===== config.mk =====
export PLATFORM = sky130hd
export DESIGN_NAME = uart_rx_flat
export DESIGN_NICKNAME = d
export VERILOG_FILES = /design/src/rtl/uart_rx_if.sv /design/src/rtl/uart_rx.sv /design/src/flat_wrapper.sv
export SDC_FILE = /design/constraint.sdc
export NUM_CORES = 1
export LEC_CHECK = 0
export BUFFER_PORTS_ARGS = -buffer_cell sky130_fd_sc_hd__buf_2
export CAP_MARGIN = 20
export CORE_ASPECT_RATIO = 0.6
export CORE_MARGIN = 5
export CORE_UTILIZATION = 26
export CTS_CLUSTER_DIAMETER = 50
export DETAILED_ROUTE_END_ITERATION = 7
export PLACE_DENSITY_LB_ADDON = 0.15
export RECOVER_POWER = 50
export SETUP_SLACK_MARGIN = 0.4
export SKIP_CTS_REPAIR_TIMING = 1
export SLEW_MARGIN = 20
export SYNTH_ARGS = -nofsm -noshare
export SYNTH_HDL_FRONTEND = slang
export SYNTH_SLANG_ARGS = --single-unit
export TNS_END_PERCENT = 5

===== constraint.sdc =====
create_clock -name i_Clock -period 2 [get_ports i_Clock]
set_input_delay 0.2 -clock i_Clock [delete_from_list [all_inputs] [get_ports i_Clock]]
set_output_delay 0.2 -clock i_Clock [all_outputs]
set_load 0.05 [all_outputs]

===== src/rtl/uart_rx_if.sv =====
// uart_rx_if: serial line into the receiver, received byte, status pulses and FSM debug state out.
interface uart_rx_if;
  logic       i_RX_Serial;
  logic       o_RX_Active;
  logic       o_RX_DV;
  logic [7:0] o_RX_Byte;
  logic       o_RX_Frame_Err;
  logic [2:0] state_dbg;

  // o_RX_DV and o_RX_Frame_Err are one-cycle valid pulses with no ready/backpressure;
  // o_RX_Byte holds the last good byte until the next DV, so a consumer may read it late.
  modport slave (
    input  i_RX_Serial,
    output o_RX_Active, o_RX_DV, o_RX_Byte, o_RX_Frame_Err, state_dbg
  );

  modport master (
    output i_RX_Serial,
    input  o_RX_Active, o_RX_DV, o_RX_Byte, o_RX_Frame_Err, state_dbg
  );
endinterface


===== src/rtl/uart_rx.sv =====
// uart_rx: 8N1 UART receiver, two-flop synchronizer, mid-bit sampling, DV / frame-error pulses.
// Define UART_RX_PARITY_EN to add a parity bit after the data bits (PARITY_ODD: 0 even, 1 odd).
module uart_rx #(
  parameter int CLKS_PER_BIT = 217
`ifdef UART_RX_PARITY_EN
  , parameter bit PARITY_ODD = 1'b0
`endif
) (
  input  logic     i_Clock,
  input  logic     i_Rst,
  uart_rx_if.slave rx
);
  localparam int CW   = $clog2(CLKS_PER_BIT) + 1;
  localparam int HALF = (CLKS_PER_BIT - 1) / 2;
  localparam logic [CW-1:0] HALF_CNT = CW'(HALF);
  localparam logic [CW-1:0] LAST_CNT = CW'(CLKS_PER_BIT - 1);

  typedef enum logic [2:0] {
    IDLE      = 3'd0,
    START_BIT = 3'd1,
    DATA_BITS = 3'd2,
    STOP_BIT  = 3'd3,
    CLEANUP   = 3'd4,
    WAIT_IDLE = 3'd5
`ifdef UART_RX_PARITY_EN
    , PARITY_BIT = 3'd6
`endif
  } state_e;

  state_e        state_q, state_d;
  logic [1:0]    sync_q, sync_d;
  logic [CW-1:0] clock_count_q, clock_count_d;
  logic [2:0]    bit_index_q, bit_index_d;
  logic [7:0]    rx_data_q, rx_data_d;
  logic [7:0]    rx_byte_q, rx_byte_d;
  logic          rx_dv_q, rx_dv_d;
  logic          frame_err_q, frame_err_d;
  logic          rx_active_q, rx_active_d;
  logic          rx_bit;
  logic          bit_done;
  logic          stop_ok;
`ifdef UART_RX_PARITY_EN
  logic          parity_err_q, parity_err_d;
`endif

  assign rx_bit   = sync_q[1];
  assign bit_done = (clock_count_q == LAST_CNT);
  assign sync_d   = {sync_q[0], rx.i_RX_Serial};
`ifdef UART_RX_PARITY_EN
  assign stop_ok  = rx_bit && !parity_err_q;
`else
  assign stop_ok  = rx_bit;
`endif

  always_ff @(posedge i_Clock) begin
    if (i_Rst) begin
      state_q       <= IDLE;
      sync_q        <= 2'b11;
      clock_count_q <= '0;
      bit_index_q   <= 3'd0;
      rx_data_q     <= 8'h00;
      rx_byte_q     <= 8'h00;
      rx_dv_q       <= 1'b0;
      frame_err_q   <= 1'b0;
      rx_active_q   <= 1'b0;
`ifdef UART_RX_PARITY_EN
      parity_err_q  <= 1'b0;
`endif
    end else begin
      state_q       <= state_d;
      sync_q        <= sync_d;
      clock_count_q <= clock_count_d;
      bit_index_q   <= bit_index_d;
      rx_data_q     <= rx_data_d;
      rx_byte_q     <= rx_byte_d;
      rx_dv_q       <= rx_dv_d;
      frame_err_q   <= frame_err_d;
      rx_active_q   <= rx_active_d;
`ifdef UART_RX_PARITY_EN
      parity_err_q  <= parity_err_d;
`endif
    end
  end

  // Next state plus the bit-timing datapath (counters, shift data).
  always_comb begin
    state_d       = state_q;
    clock_count_d = clock_count_q;
    bit_index_d   = bit_index_q;
    rx_data_d     = rx_data_q;
`ifdef UART_RX_PARITY_EN
    parity_err_d  = parity_err_q;
`endif
    case (state_q)
      IDLE: begin
        clock_count_d = '0;
        bit_index_d   = 3'd0;
`ifdef UART_RX_PARITY_EN
        parity_err_d  = 1'b0;
`endif
        if (!rx_bit) state_d = START_BIT;
      end
      START_BIT: begin
        if (clock_count_q == HALF_CNT) begin
          clock_count_d = '0;
          state_d       = rx_bit ? IDLE : DATA_BITS;
        end else begin
          clock_count_d = clock_count_q + 1'b1;
        end
      end
      DATA_BITS: begin
        if (!bit_done) begin
          clock_count_d = clock_count_q + 1'b1;
        end else begin
          clock_count_d          = '0;
          rx_data_d[bit_index_q] = rx_bit;
          if (bit_index_q == 3'd7) begin
            bit_index_d = 3'd0;
`ifdef UART_RX_PARITY_EN
            state_d     = PARITY_BIT;
`else
            state_d     = STOP_BIT;
`endif
          end else begin
            bit_index_d = bit_index_q + 3'd1;
          end
        end
      end
`ifdef UART_RX_PARITY_EN
      PARITY_BIT: begin
        if (!bit_done) begin
          clock_count_d = clock_count_q + 1'b1;
        end else begin
          clock_count_d = '0;
          parity_err_d  = ((^rx_data_q) ^ rx_bit) != PARITY_ODD;
          state_d       = STOP_BIT;
        end
      end
`endif
      STOP_BIT: begin
        if (!bit_done) begin
          clock_count_d = clock_count_q + 1'b1;
        end else begin
          clock_count_d = '0;
          state_d       = rx_bit ? CLEANUP : WAIT_IDLE;
        end
      end
      CLEANUP:   state_d = IDLE;
      WAIT_IDLE: if (rx_bit) state_d = IDLE;
      default: begin
        state_d       = IDLE;
        clock_count_d = '0;
        bit_index_d   = 3'd0;
      end
    endcase
  end

  // Registered outputs: DV and error default low so each is a single-cycle pulse.
  always_comb begin
    rx_dv_d     = 1'b0;
    frame_err_d = 1'b0;
    rx_active_d = rx_active_q;
    rx_byte_d   = rx_byte_q;
    case (state_q)
      START_BIT: if (clock_count_q == HALF_CNT && !rx_bit) rx_active_d = 1'b1;
      STOP_BIT: begin
        if (bit_done) begin
          if (stop_ok) begin
            rx_dv_d   = 1'b1;
            rx_byte_d = rx_data_q;
          end else begin
            frame_err_d = 1'b1;
          end
        end
      end
      DATA_BITS:  ;
`ifdef UART_RX_PARITY_EN
      PARITY_BIT: ;
`endif
      default: rx_active_d = 1'b0;
    endcase
  end

  assign rx.o_RX_Active    = rx_active_q;
  assign rx.o_RX_DV        = rx_dv_q;
  assign rx.o_RX_Byte      = rx_byte_q;
  assign rx.o_RX_Frame_Err = frame_err_q;
  assign rx.state_dbg      = state_q;
endmodule


===== src/flat_wrapper.sv =====
// flat-port wrapper written by rule: the top's interface ports become plain ports
module uart_rx_flat 
#(
  parameter int CLKS_PER_BIT = 217

)
  (i_Clock, i_Rst, rx_i_RX_Serial, rx_o_RX_Active, rx_o_RX_DV, rx_o_RX_Byte, rx_o_RX_Frame_Err, rx_state_dbg);
  uart_rx_if rx_i ();
  input  logic i_Clock;
  input  logic i_Rst;
  input wire logic [$bits(rx_i.i_RX_Serial)-1:0] rx_i_RX_Serial;
  output wire logic [$bits(rx_i.o_RX_Active)-1:0] rx_o_RX_Active;
  output wire logic [$bits(rx_i.o_RX_DV)-1:0] rx_o_RX_DV;
  output wire logic [$bits(rx_i.o_RX_Byte)-1:0] rx_o_RX_Byte;
  output wire logic [$bits(rx_i.o_RX_Frame_Err)-1:0] rx_o_RX_Frame_Err;
  output wire logic [$bits(rx_i.state_dbg)-1:0] rx_state_dbg;
  assign rx_i.i_RX_Serial = rx_i_RX_Serial;
  assign rx_o_RX_Active = rx_i.o_RX_Active;
  assign rx_o_RX_DV = rx_i.o_RX_DV;
  assign rx_o_RX_Byte = rx_i.o_RX_Byte;
  assign rx_o_RX_Frame_Err = rx_i.o_RX_Frame_Err;
  assign rx_state_dbg = rx_i.state_dbg;
  uart_rx #(.CLKS_PER_BIT(CLKS_PER_BIT)) u_core (.i_Clock(i_Clock), .i_Rst(i_Rst), .rx(rx_i));
endmodule

## Yosys cells after proc, flatten, opt, wreduce, memory -nomap -nowiden

Index checks and enable logic that the tools add are counted.

| word-level totals | value |
|---|---|
| RAM bits | 0 |
| output and inout bits | 14 |
| input port bits | 3 |
| register bits | 36 |
| memories kept | 0 |
| ROM bits | 0 |
| logic and storage cells | 67 |
| latch bits | 0 |

| cells by class | value |
|---|---|
| magnitude comparators | 2 |
| shift-type cells | 0 |
| reductions and logical operators | 13 |
| $add $sub $neg | 2 |
| bitwise logic cells | 4 |
| multipliers | 0 |
| div/mod/pow operators | 0 |
| eq/ne operators | 15 |
| multiplexer cells | 22 |

Operators by type and width:

| operator | count |
|---|---|
| $pmux W9 S3 | 1 |
| $mux W3 | 8 |
| $mux W9 | 2 |
| $pmux W3 S5 | 1 |
| $ne A2 B1 Y1 const B | 6 |
| $add A9 B1 Y9 const B | 1 |
| $eq A3 B3 Y1 const B | 3 |
| $eq A9 B7 Y1 const B | 1 |
| $eq A9 B8 Y1 const B | 1 |
| $bwmux W8 | 1 |
| $eq A3 B2 Y1 const B | 2 |
| $pmux W3 S2 | 1 |
| $reduce_and A2 Y1 | 3 |
| $reduce_and A6 Y1 | 1 |
| $mux W1 | 5 |
| $lt A3 B4 Y1 const B | 1 |
| $not A1 Y1 | 4 |
| $reduce_or A2 Y1 | 2 |
| $reduce_or A4 Y1 | 1 |
| $add A3 B1 Y3 const B | 1 |
| $demux W1 S3 | 1 |
| $eq A3 B1 Y1 const B | 1 |
| $ge A3 B1 Y1 const B | 1 |
| $logic_not A3 Y1 | 1 |
| other kinds (7) | 8 |

## Longest topological paths before layout

Gate-level depths: netlist of run 1.

| depth | value |
|---|---|
| depth in word-level cells | 5 |
| depth in mapped cells | 7 |
| depth with buffers taken out | 6 |

## Worst setup path after synthesis of run 1

Ideal clock, no wire load.

| timing | value |
|---|---|
| path kind | flip-flop to flip-flop |
| start | reg u_core.state_q[1], in the netlist u_core.rx.state_dbg[1] |
| end | reg u_core.rx_byte_q[0], in the netlist u_core.rx.o_RX_Byte[0] |
| setup time | 0.128 ns |
| path buffers | 1 |
| path slack | -0.024 ns |
| arrival | 1.896 ns |
| period minus slack after synthesis | 2.024 ns |
| required time | 1.872 ns |
| stages on the path, launching flop included | 6 |
| cells stage by stage | dfxtp_1 -> buf_2 -> nand2b_1 -> nor4_4 -> mux2i_1 -> nor2_1 |

| on the way | value |
|---|---|
| word-level cells in the longest chain between the ends | 2 |

Ends and longest elaborated chain:

| element | RTL line | source |
|---|---|---|
| start, declared | uart_rx.sv:30 | `state_e state_q, state_d;` |
| start signal, assigned | uart_rx.sv:70 | `state_q <= state_d;` |
| $eq A3 B2 Y1 | uart_rx.sv:164 | `case (state_q)` |
| $reduce_and A3 Y1 (no line) | -- |  |
| end signal, assigned | uart_rx.sv:75 | `rx_byte_q <= rx_byte_d;` |
| end, declared | uart_rx.sv:35 | `logic [7:0] rx_byte_q, rx_byte_d;` |

No other way between the ends.
A chain may end at the register's enable or synchronous reset.

## Worst setup path in the final report of run 1

| timing | value |
|---|---|
| start | reg u_core.clock_count_q[0] |
| end | reg u_core.bit_index_q[1] |

| on the way | value |
|---|---|
| word-level cells in the longest chain between the ends | 3 |

Ends and longest elaborated chain:

| element | RTL line | source |
|---|---|---|
| start, declared | uart_rx.sv:32 | `logic [CW-1:0] clock_count_q, clock_count_d;` |
| start signal, assigned | uart_rx.sv:72 | `clock_count_q <= clock_count_d;` |
| $eq A9 B8 Y1 | uart_rx.sv:47 | `assign bit_done = (clock_count_q == LAST_CNT);` |
| $ne A2 B1 Y1 (no line) | -- |  |
| $reduce_and A2 Y1 (no line) | -- |  |
| end signal, assigned | uart_rx.sv:73 | `bit_index_q <= bit_index_d;` |
| end, declared | uart_rx.sv:33 | `logic [2:0] bit_index_q, bit_index_d;` |

No other way between the ends.

==> run_results.csv, run 1 <==
group,metric,value,unit
synth,syn-num-nets,211,
place,gp_congestion,0.763,
clock_tree,cts-buffers-inserted,5,
global_route,use_met1,17.8,%
finish,n_fill_cell,709,
drt,num_vias,1599,
drt,first_pass_iters,4,
critical_path,endpoint_kind,"flop",
clock_tree,insertion_delay,0.29,ns
critical_path,crit_arrival,2.04,ns
global_route,grtUsageMet2,14.2,%
sta,tns,0,ns
global_route,grt.total_usage,11.6,%
floorplanning,chipHeight,74.2,µm
place,dpl.cell_count,309,
synth,ys_warn_count,0,
synth,ys_types,46,
sta,fin_skew,0.00421,ns
drt,drc,0,
critical_path,cp.required,2.22,ns
global_route,grt_busiest_layer,"met1",
clock_tree,root_buffer,"clkbuf_16",
place,io_buffers,16,
sta,slew_headroom,54.3,%
critical_path,reg2reg_depth,7,
drt,routed_wl,4910,µm
synth,ys.flop_type,"dfxtp_1",
global_route,grt_use_met3,4.39,%
sta,max_freq,0.548,GHz
drt,ant_nets,0,
place,dp_hpwl,3210,µm
global_route,grt_pass1_wl,7540,µm
synth,synth-edff-count,0,
global_route,grt_pass1_vias,1433,
clock_tree,htreeDepth,2,
clock_tree,cts_tree,"yes",
synth,netlist_area,1790,µm²
sta,tightest_slew,0.685,ns
drt,drt_iter0_drc,83,
synth,synth_common_cells,"dfxtp_1, nand2_1, mux2i_1",
sta,final.period_utilization,91.2,%
clock_tree,clkTransAtPathRegs,0.06,ns
finish,drive_gt1_share,24.7,%
global_route,grt-ovfl-total,0,
sta,rsz0062_at_grt,"yes",
floorplanning,initial_core_util,26.8,%
finish,n_antenna_cell,0,
floorplanning,core_area,6680,µm²
drt,wire_per_inst,14.9,µm
sta,finalSetupViolCount,0,
global_route,grt_start_max_net_pins,17,
synth,synth_top_area_share,40.3,%
finish,layout.cells.non_filler,330,
floorplanning,pin_count,17,
clock_tree,cts_sinks,36,
finish,multi_input_area,1060,µm²
pwr,leakage,0.911,nW
sta,hold_violations,0,
clock_tree,clk_path_buf_depth,2,
synth,synth_top_cell_by_area,"dfxtp_1",
floorplanning,num_rows,23,
critical_path,path_max_fanout,7,
worst_hold_path,hold_class,"in2reg",
finish,syn_to_final_growth,31.2,%
synth,yosysSeqAreaShare,40.3,%
finish,seqCellArea,741,µm²
critical_path,startpoint_type,"flop",
sta,slew_viol_final,0,
finish,nNetsFinal,249,
synth,syn_avg_cell_area,8.76,µm²
drt,viasPerCell,4.85,
floorplanning,dieArea,8690,µm²
pwr,pwr_density_cell,1020,nW/µm²
synth,async_flop_share,0,%
sta,layout_min_cycle_time,1.82,ns
critical_path,path_class,"reg2reg",
synth,ys_ff_latch,36,
global_route,grt_antenna_before_repair,0,
worst_hold_path,holdPathStages,2,
pwr,irDropWorstVdd,0.000330,V
floorplanning,fp.dieW,117,µm
synth,synth.most_common_cell,"dfxtp_1",
job,cap_violations,0,
status,status,"finished clean",
synth,ys_top_cells_by_area,"dfxtp_1, mux2i_1, nand2_1",
synth,syn_inst,204,
-- area by class of cell --
| cell class | instances | area share (%) |
|---|---|---|
| timing repair buffer | 40 | 10.1 |
| clock inverter | 3 | 1.76 |
| multi-input combinational | 151 | 45.2 |
| inverter | 8 | 1.39 |
| sequential | 36 | 31.6 |
| tap | 87 | 4.64 |
| clock buffer | 5 | 5.33 |
-- stage by stage --
step                      instance area, µm²  util, %  hold WS, ns  total power, mW  worst slack (ns)
after floorplan                         1810        -        0.304             1.20             0.328
after global placement                  2050     30.6        0.393             1.31            0.0818
after detailed placement                2050     30.6        0.393             1.30            0.0601
after CTS                               2210     33.1       0.0973             2.22            0.0366
after global routing                    2350     35.1        0.110             2.52             0.109
final                                   2350     35.1        0.103             2.40             0.176
-- placed cells by master, fill, tap and decap left out, types with 2 or more instances in the layout --
cell	instances
a21oi_1	10
a21oi_2	2
a31oi_1	2
and2_1	2
buf_4	19
clkbuf_1	17
clkbuf_16	5
clkbuf_4	2
dfxtp_1	26
dfxtp_2	7
dfxtp_4	3
ha_1	3
inv_1	6
inv_4	2
mux2i_1	16
nand2_1	30
nand2b_1	4
nand3_1	6
nor2_1	15
nor2b_1	5
nor3_1	4
nor4_1	4
o21ai_0	7
o22ai_1	6
o41a_1	2
or2_2	4
-- registers in the layout (all words and copies together), names as in the netlist --
signal	count
u_core.rx.o_RX_Active	1
u_core.rx.o_RX_Byte	8
u_core.bit_index_q	3
u_core.rx_data_q	8
u_core.clock_count_q	9
u_core.sync_q	2
u_core.rx.o_RX_Frame_Err	1
u_core.rx.state_dbg	3
u_core.rx.o_RX_DV	1
-- kinds of logic after synthesis --
family          after synthesis  share of synthesized area [%]
compound gates               41                           15.2
fa+ha+maj                     4                           2.80
buf+inv                      18                           4.13
flops                        36                           40.3
mux                          16                           8.96
simple gates                 89                           28.6
-- per-layer routing --
layer  part of all wire [%]  up-vias
met1                     58      761
met3                    4.1        5
met2                     37       21
met5                      0        -
met4                    1.2        0
li1                       -      812
-- critical path: stages, from the launching register on --
cell     delay [ns]
dfxtp_1        0.37
inv_4          0.08
ha_4           0.13
and4b_1        0.27
a21oi_4        0.08
buf_6          0.14
or4b_4         0.54
a21oi_2        0.14
-- path summary, 6_finish.rpt --
kind                           end               startpoint  slack [ns]
max          u_core.bit_index_q[1]  u_core.clock_count_q[0]        0.18
max reg2reg  u_core.bit_index_q[1]  u_core.clock_count_q[0]        0.18
min reg2reg       u_core.sync_q[1]         u_core.sync_q[0]        0.41
min               u_core.sync_q[0]           rx_i_RX_Serial        0.10
-- power breakdown --
group	internal, mW	switching [mW]	leakage (nW)
Sequential	0.763	0.0579	0.297
Clock	0.586	0.311	0.0841
Combinational	0.284	0.394	0.530
Total	1.63	0.763	0.911
Note: power is estimated with default switching activity, not from simulation.
==> inputs of run 2 (changes only) <==
==> constraint.sdc (replaced) <==
create_clock -name i_Clock -period 2.1 [get_ports i_Clock]
set_input_delay 0.21 -clock i_Clock [delete_from_list [all_inputs] [get_ports i_Clock]]
set_output_delay 0.21 -clock i_Clock [all_outputs]
set_load 0.05 [all_outputs]
==> run 2 against run 1 <==
  * Combinational power is 11% lower
  * Setup slack gained 0.10 ns
  * Sequential cell count did not move
  * Critical path depth unchanged
  * Maximum frequency is 0.14% higher
  * Largest power group unchanged
  * Critical endpoint unchanged
  * Register-to-register slack better by 0.10 ns
  * Die area is the same
==> run_results.csv, run 2 (synthesis gave the netlist of run 1 again) <==
group,metric,value,unit
status,status,"finished clean",
pwr,p_comb_share,27.0,%
critical_path,cp_top_family,"simple AND/OR/NAND/NOR gates",
finish,final_cell_mix,"nand2_1, dfxtp_1, buf_4",
critical_path,slowest_stage,"or4b_1",
drt,wire_per_inst,14.6,µm
pwr,p_sw,0.692,mW
critical_path,reg2reg_depth,7,
pwr,pwr_density_cell,967,nW/µm²
global_route,grt_pass1_vias,1398,
finish,n_antenna_cell,0,
drt,ant_nets,0,
critical_path,r2r_start,"u_core.clock_count_q[1]",
place,dp_slack,0.293,ns
sta,fin_skew,0.00313,ns
floorplanning,core_area,6680,µm²
pwr,p_sw_share,31.1,%
critical_path,r2r_slack,0.28,ns
finish,nNetsFinal,246,
drt,viasPerCell,4.86,
sta,worst_slack,0.279,ns
critical_path,crit_top_cell,"a21oi_2",
global_route,grt_pass1_wl,7200,µm
global_route,grt-ovfl-total,0,
clock_tree,cts-buffers-inserted,5,
critical_path,startpoint_type,"flop",
sta,final.period_utilization,86.7,%
finish,final_common_cell,"nand2_1",
clock_tree,insertion_delay,0.28,ns
worst_hold_path,hold_class,"in2reg",
place,dp_hpwl,3200,µm
critical_path,path_max_fanout,6,
pwr,leakage,0.861,nW
sta,slew_headroom,12.0,%
critical_path,r2r-end,"u_core.bit_index_q[1]",
critical_path,cp.required,2.29,ns
floorplanning,chipHeight,74.2,µm
drt,num_vias,1590,
critical_path,crit_arrival,2.02,ns
critical_path,endpoint_kind,"flop",
global_route,grt_start_max_net_pins,26,
clock_tree,htreeDepth,2,
critical_path,path_class,"reg2reg",
clock_tree,cts_sinks,36,
place,dpl.cell_count,307,
finish,regMostFlops,"u_core.clock_count_q",
pwr,power.internal,1.53,mW
place,io_buffers,16,
critical_path,crit_buf_inv,2,
sta,tightest_slew,1.32,ns
critical_path,crit_path_max_incr_delay,0.53,ns
worst_hold_path,hp-start,"rx_i_RX_Serial",
sta,layout_min_cycle_time,1.82,ns
worst_hold_path,hold_path_end,"u_core.sync_q[0]",
global_route,grt.total_usage,10.9,%
sta,slew_viol_final,0,
global_route,grt_antenna_before_repair,0,
floorplanning,num_rows,23,
finish,syn_to_final_growth,28.6,%
sta,finalSetupViolCount,0,
critical_path,crit_chain,"inv_1 -> ha_1 -> and4b_1 -> a21oi_2 -> buf_4 -> or4b_1 -> a21oi_2",
place,gp_congestion,0.783,
floorplanning,initial_core_util,26.8,%
finish,drive_gt1_share,23.3,%
floorplanning,dieArea,8690,µm²
clock_tree,clk_path_buf_depth,2,
drt,drc,0,
pwr,finalPower,2.22,mW
worst_hold_path,holdPathStages,2,
pwr,power.share.clock,37.8,%
sta,tns,0,ns
drt,routed_wl,4770,µm
floorplanning,fp.dieW,117,µm
clock_tree,clkTransAtPathRegs,0.06,ns
finish,layout.cells.non_filler,327,
drt,first_pass_iters,4,
pwr,seqPwrFrac,35.2,%
sta,max_freq,0.549,GHz
drt,drt_iter0_drc,60,
clock_tree,cts_tree,"yes",
pwr,irDropWorstVdd,0.000355,V
sta,rsz0062_at_grt,"yes",
finish,n_fill_cell,706,
sta,hold_violations,0,
finish,largest_reg_flops,9,
floorplanning,pin_count,17,
job,cap_violations,0,
clock_tree,root_buffer,"clkbuf_16",
==> run 2: cell count changes in the layout (fill, tap and decap cells not counted), sizes merged <==
| cell | previous run | this run |
|---|---|---|
| buf | 21 | 22 |
| clkbuf | 24 | 20 |
| clkinvlp | 0 | 1 |
| inv | 9 | 8 |
==> run 2: worst max-delay path by stage <==
stage / from / endpoint / slack, ns / cells after the start
after floorplan: u_core.clock_count_q[0] / u_core.rx.o_RX_Byte[0] / 0.40 / 6
after global placement: u_core.clock_count_q[0] / u_core.bit_index_q[2] / 0.33 / 7
after detailed placement: u_core.clock_count_q[0] / u_core.bit_index_q[1] / 0.29 / 7
after CTS: u_core.clock_count_q[0] / u_core.bit_index_q[1] / 0.28 / 7
after global routing: u_core.clock_count_q[1] / u_core.bit_index_q[1] / 0.21 / 7
final: u_core.clock_count_q[1] / u_core.bit_index_q[1] / 0.28 / 7
==> run 2: cell type report <==
cell class              count  area, µm²  share of cell area, %
clock buffers               5        125                   5.44
clock inverters             3       42.5                   1.85
inverters                   8       30.0                   1.31
multi-input cells         151       1040                   45.1
flip-flops and latches     36        739                   32.2
well taps                  87        109                   4.74
repair buffers             37        216                   9.42
==> run 2: per-stage QoR <==
step / hold slack [ns] / utilization (%) / instance area (µm²)
final: 0.123 / 34.4 / 2300
after global routing: 0.132 / 34.4 / 2300
after CTS: 0.116 / 32.7 / 2180
after detailed placement: 0.399 / 30.2 / 2020
after global placement: 0.394 / 30.2 / 2020
after floorplan: 0.314 / - / 1800
==> run 2: worst reg2reg max path: stages, from the launching register on <==
cell and delay [ns]:
dfxtp_1 0.33, inv_1 0.07, ha_1 0.20, and4b_1 0.26, a21oi_2 0.08, buf_4 0.15
or4b_1 0.53, a21oi_2 0.12
==> run 2: per-layer routing <==
layer | global-route usage (%) | part of all wire (%) | routed length [µm]
met1 | 17.0 | 58 | 2750
met3 | 4.15 | 5.0 | 240
met5 | 0 | 0 | 0
met4 | 3.31 | 0.31 | 15
met2 | 13.2 | 37 | 1760
==> run 2: power groups by stage <==
stage	Combinational, mW	Clock, mW	Sequential (mW)
finish	0.601	0.840	0.783
global placement	0.467	0	0.801
floorplan	0.305	0	0.828
detailed placement	0.462	0	0.799
CTS	0.464	0.864	0.784
global route	0.645	0.898	0.789
